[config.mk]
export PLATFORM = sky130hd
export DESIGN_NAME = icache_refill_unit
export DESIGN_NICKNAME = d
export VERILOG_FILES = /design/src/rtl/icache_refill_unit.sv
export SDC_FILE = /design/constraint.sdc
export NUM_CORES = 1
export LEC_CHECK = 0
export BUFFER_PORTS_ARGS = -buffer_cell sky130_fd_sc_hd__buf_2
export CORE_AREA = 5 5 163 165
export DETAILED_ROUTE_END_ITERATION = 12
export DIE_AREA = 0 0 168 170
export PLACE_DENSITY = 0.79
export SYNTH_ARGS = -nofsm -noshare
export SYNTH_HDL_FRONTEND = slang
export SYNTH_SLANG_ARGS = --single-unit
[constraint.sdc]
create_clock -name clk_i -period 4.2 [get_ports clk_i]
set_clock_uncertainty 0.05 [all_clocks]
set_input_delay 0.21 -clock clk_i [delete_from_list [all_inputs] [get_ports clk_i]]
set_output_delay 0.21 -clock clk_i [all_outputs]
set_load 0.005 [all_outputs]
[src/rtl/icache_refill_unit.sv]
// icache_refill_unit
//
// Miss-handling back end of the instruction cache. It takes one miss at a
// time and issues a single line-aligned read to memory. It then collects the
// line as BEATS response beats and hands the assembled line to the cache
// arrays as a one-cycle write strobe. A flush suppresses that write but the
// memory transaction is always drained, so the memory side never sees an
// abandoned read.
//
// Ports
//   clk_i, rst_ni       clock, asynchronous active-low reset
//   flush_i             abort the refill in flight (no array write)
//   miss_valid_i        miss request valid
//   miss_ready_o        unit idle, can accept a miss
//   miss_paddr_i        missing physical address
//   miss_way_i          victim way chosen by the cache
//   mem_req_valid_o     memory read request valid
//   mem_req_ready_i     memory accepts the request
//   mem_req_addr_o      line-aligned read address
//   mem_rsp_valid_i     response beat valid (no backpressure)
//   mem_rsp_data_i      response beat data
//   mem_rsp_err_i       bus error on this beat
//   refill_valid_o      one-cycle array write strobe
//   refill_index_o      set index
//   refill_tag_o        tag
//   refill_way_o        way
//   refill_data_o       assembled line, beat 0 in the LSBs
//   refill_err_o        line contains at least one errored beat
module icache_refill_unit #(
  parameter int PLEN        = 32,
  parameter int LINE_WIDTH  = 256,
  parameter int INDEX_WIDTH = 6,
  parameter int SET_ASSOC   = 4,
  parameter int BUS_WIDTH   = 64,
  localparam int OFFSET_W   = $clog2(LINE_WIDTH / 8),
  localparam int TAG_W      = PLEN - INDEX_WIDTH - OFFSET_W,
  localparam int WAY_W      = (SET_ASSOC > 1) ? $clog2(SET_ASSOC) : 1
) (
  input  logic                   clk_i,
  input  logic                   rst_ni,
  input  logic                   flush_i,
  input  logic                   miss_valid_i,
  output logic                   miss_ready_o,
  input  logic [PLEN-1:0]        miss_paddr_i,
  input  logic [WAY_W-1:0]       miss_way_i,
  output logic                   mem_req_valid_o,
  input  logic                   mem_req_ready_i,
  output logic [PLEN-1:0]        mem_req_addr_o,
  input  logic                   mem_rsp_valid_i,
  input  logic [BUS_WIDTH-1:0]   mem_rsp_data_i,
  input  logic                   mem_rsp_err_i,
  output logic                   refill_valid_o,
  output logic [INDEX_WIDTH-1:0] refill_index_o,
  output logic [TAG_W-1:0]       refill_tag_o,
  output logic [WAY_W-1:0]       refill_way_o,
  output logic [LINE_WIDTH-1:0]  refill_data_o,
  output logic                   refill_err_o
);

  localparam int BEATS = LINE_WIDTH / BUS_WIDTH;
  localparam int CNT_W = (BEATS > 1) ? $clog2(BEATS) : 1;

  typedef enum logic [1:0] {
    IDLE,
    REQ,
    RECV,
    WRITE
  } state_t;

  state_t                 state_q, state_d;
  logic [PLEN-1:0]        addr_q;
  logic [WAY_W-1:0]       way_q;
  logic [CNT_W-1:0]       cnt_q;
  logic [LINE_WIDTH-1:0]  line_q;
  logic                   err_q;
  logic                   abort_q;
  logic                   last_beat;
  logic                   accept_miss;
  logic [PLEN-1:0]        aligned_paddr;

  // The byte-offset bits of the miss address are deliberately discarded:
  // the read is always for the whole line.
  logic unused_offset_bits;
  assign unused_offset_bits = ^miss_paddr_i[OFFSET_W-1:0];

  assign aligned_paddr = {miss_paddr_i[PLEN-1:OFFSET_W], {OFFSET_W{1'b0}}};
  assign last_beat     = (cnt_q == CNT_W'(BEATS - 1));
  assign accept_miss   = (state_q == IDLE) && miss_valid_i;

  // State register
  always_ff @(posedge clk_i or negedge rst_ni) begin
    if (!rst_ni) begin
      state_q <= IDLE;
    end else begin
      state_q <= state_d;
    end
  end

  // Next-state logic and handshake/strobe outputs. The request valid is a
  // pure function of the REQ state, so once raised it cannot drop before
  // acceptance, even under flush.
  always_comb begin
    state_d         = state_q;
    miss_ready_o    = 1'b0;
    mem_req_valid_o = 1'b0;
    mem_req_addr_o  = '0;
    refill_valid_o  = 1'b0;

    case (state_q)
      IDLE: begin
        miss_ready_o = 1'b1;
        if (miss_valid_i) begin
          state_d = REQ;
        end
      end
      REQ: begin
        mem_req_valid_o = 1'b1;
        mem_req_addr_o  = addr_q;
        if (mem_req_ready_i) begin
          state_d = RECV;
        end
      end
      RECV: begin
        if (mem_rsp_valid_i && last_beat) begin
          state_d = WRITE;
        end
      end
      WRITE: begin
        refill_valid_o = !abort_q && !flush_i;
        state_d        = IDLE;
      end
      default: begin
        state_d = IDLE;
      end
    endcase
  end

  // Miss context and line assembly. Context is only rewritten when a new
  // miss is accepted, which is what keeps the refill_* outputs stable
  // between the WRITE cycle and the next miss.
  always_ff @(posedge clk_i or negedge rst_ni) begin
    if (!rst_ni) begin
      addr_q  <= '0;
      way_q   <= '0;
      cnt_q   <= '0;
      line_q  <= '0;
      err_q   <= 1'b0;
      abort_q <= 1'b0;
    end else begin
      if (accept_miss) begin
        addr_q  <= aligned_paddr;
        way_q   <= miss_way_i;
        cnt_q   <= '0;
        err_q   <= 1'b0;
        abort_q <= 1'b0;
      end

      // Abort is sticky for the rest of the transaction; a flush seen in
      // IDLE is ignored so it cannot poison a miss accepted in that cycle.
      if ((state_q != IDLE) && flush_i) begin
        abort_q <= 1'b1;
      end

      // Beats are only consumed in RECV; any beat in the REQ acceptance
      // cycle is a protocol violation and is ignored.
      if ((state_q == RECV) && mem_rsp_valid_i) begin
        for (int b = 0; b < BEATS; b++) begin
          if (cnt_q == CNT_W'(b)) begin
            line_q[b*BUS_WIDTH +: BUS_WIDTH] <= mem_rsp_data_i;
          end
        end
        cnt_q <= cnt_q + 1'b1;
        err_q <= err_q | mem_rsp_err_i;
      end
    end
  end

  assign refill_index_o = addr_q[OFFSET_W +: INDEX_WIDTH];
  assign refill_tag_o   = addr_q[PLEN-1 -: TAG_W];
  assign refill_way_o   = way_q;
  assign refill_data_o  = line_q;
  assign refill_err_o   = err_q;

endmodule

==> results_dict.tcl <==
set metrics [dict create \
    timing.hold.ws_ps 69.4 \
    netlist_area_um2 12500 \
    cts_sinks 291 \
    grt_pass1_vias 8697 \
    start_util_pct 50.1 \
    finalSetupViolCount 0 \
    drt_iter0_drc 418 \
    instances_no_fill 1548 \
    maxSlewHeadroom_pct 39.5 \
    hold_viol 0 \
    rows 58 \
    cap_violations 0 \
    period_needed_ps 2360 \
    yosys-top-cells-area "dfrtp_1, mux2_4, mux2_2" \
    io_pins 426 \
    start_kind "flip-flop" \
    grt_usage_pct 21.6 \
    place_hpwl_um 20300 \
    post-route-drc-count 0 \
    wl_per_cell_um 20.7 \
    crit_fanout 30 \
    gp_congestion 0.803 \
    nets 1309 \
    post_cts_resized 0 \
    yosys.area.top_type_share_pct 58.4 \
    final_cell_area_um2 16500 \
    status "finished, final reports clean" \
    post-route-period-util_pct 56.3 \
    ys_seq_elements 291 \
    viasPerCell 5.04 \
    die_w_um 168 \
    tns_ps 0 \
    placed_area_um2 14500 \
    grt-ovfl-total 0 \
    crit_chain "inv_1 -> ha_1 -> and2_1 -> buf_2" \
    drtPass1Iterations 4 \
    nFillCells 1644 \
    num_antenna_cells 0 \
    dieArea_um2 28600 \
    power.density_nw_per_um2 738 \
    die_y_um 170 \
    tightest_slew_ps 907 \
    synth_cell_type_count 22 \
    post-route-util_pct 66.1 \
    antenna_found_initial 0 \
    grt_pass1_wl_um 50100 \
    path_buf_inv 2 \
    slew_violations 0 \
    max_stage_delay_ps 670 \
    dp_cells 1395 \
    synth_top_area_cell "dfrtp_1" \
    final_common_cell "buf_2" \
    clk_latency_ps 550 \
    clockBufferDepth 3 \
    cpMaxStageDelayCell "ha_1" \
    htreeDepth 1 \
    required_ps 3940 \
    timing.fmax_mhz 423 \
    synth_seq_area_share_pct 58.4 \
    design.core.area_um2 24900 \
    syn2layout_area_growth_pct 32.0 \
    arrival_ps 2100 \
    drive_gt1_share_pct 62.4 \
    holdBufCountCts 99 \
    yosysWarnings 0 \
    clkSlewWorstSetupHoldPaths_ps 70 \
    grt_setup_unrepaired "false" \
    crit_path_end_kind "output pin" \
    final_cell_mix "buf_2, dfrtp_1, mux2_4" \
    hold_path.class "in -> reg" \
    critical-path-top-delay-family "adder cells" \
    critPathKind "reg -> out" \
    vias 7796 \
    p_leak_nw 9.16 \
    io_buffers 415 \
    cts_tree "done" \
    post-cts-setup-buffers 0 \
    ant_nets 0 \
    irDropWorstVdd_mv 0.460 \
    synthCells 679 \
    wirelength_um 32000 \
    grt_max_degree 122 \
    post_synth.cell_area_avg_um2 18.3 \
    cts_buffers 29 \
    ctsRootBufferMaster "clkbuf_16" \
]
==> registers in the layout, summed over array words and instances (netlist names) <==
| signal | flops |
|---|---|
| cnt_q | 2 |
| addr_q | 27 |
| refill_err_o | 1 |
| refill_data_o | 256 |
| abort_q | 1 |
| refill_way_o | 2 |
| state_q | 2 |
==> final timing paths <==
check	startpoint	to	slack, ps	cells after the start
min in group asynchronous	rst_ni	refill_data_o[187]$_DFFE_PN0P_	310	2
max in group asynchronous	rst_ni	refill_data_o[224]$_DFFE_PN0P_	2740	3
worst min register to register	refill_data_o[191]$_DFFE_PN0P_	refill_data_o[191]$_DFFE_PN0P_	450	1
worst max register to register	state_q[0]$_DFFE_PN0P_	refill_data_o[184]$_DFFE_PN0P_	1860	5
worst max-delay path	state_q[1]$_DFFE_PN0P_	mem_req_addr_o[30]	1840	4
worst min-delay path	miss_valid_i	state_q[0]$_DFFE_PN0P_	70	4
==> kinds of logic after synthesis <==
group                    count (synthesis)  synth area share, %
AND/OR/NAND/NOR                         44                 2.47
other                                    1               0.0301
AO/OA/AOI/OAI                            6                0.361
buffers and inverters                   42                 4.71
adder cells (fa/ha/maj)                  9                0.904
multiplexers                           286                 33.1
flip-flops                             291                 58.4
==> power breakdown <==
group	switching [W]	total [W]	internal, W	leakage, nW
combinational	0.00173	0.00457	0.00284	5.02
clock	0.00109	0.00267	0.00158	0.491
sequential	0.000814	0.00490	0.00408	3.65
total	0.00363	0.0121	0.00850	9.16
==> worst register-to-register path, stage by stage, from the launching register on <==
cell and delay (ps):
dfrtp_1 420, inv_1 120, ha_1 240, and2_4 320, nand2_8 400, mux2_4 660
==> synthesized netlist by cell type, drive strengths merged <==
cell type	instances
a21oi	1
a222oi	1
a22oi	1
a2bb2oi	1
and2	29
buf	33
clkbuf	3
conb	1
dfrtp	291
ha	9
inv	6
mux2	286
nand2	9
nand3	2
nor2	4
o21ai	1
o2bb2ai	1
==> metrics by stage <==
stage	setup WS, ps	total power [W]
4_1_cts	1800	0.0122
3_5_place_dp	1920	0.00934
2_1_floorplan	2480	0.00739
5_1_grt	1610	0.0128
3_3_place_gp	1960	0.00916
6_report	1840	0.0121
==> layout make-up <==
type | count | area, µm² | share of cell area [%]
clock buffers | 39 | 833 | 5.07
clock inverters | 15 | 169 | 1.03
inverters | 6 | 22.5 | 0.137
multi-input cells | 350 | 4610 | 28.0
flip-flops and latches | 291 | 7280 | 44.3
well taps | 330 | 413 | 2.51
repair buffers | 517 | 3130 | 19.0
==> metal layers <==
layer	up-vias	wire, µm	global-route usage [%]
li1	3380	-	-
met1	3975	12900	26.9
met2	364	15300	36.7
met3	77	2610	5.67
met4	0	1200	7.87
met5	-	0	0
Note: power is estimated with default switching activity, not from simulation.
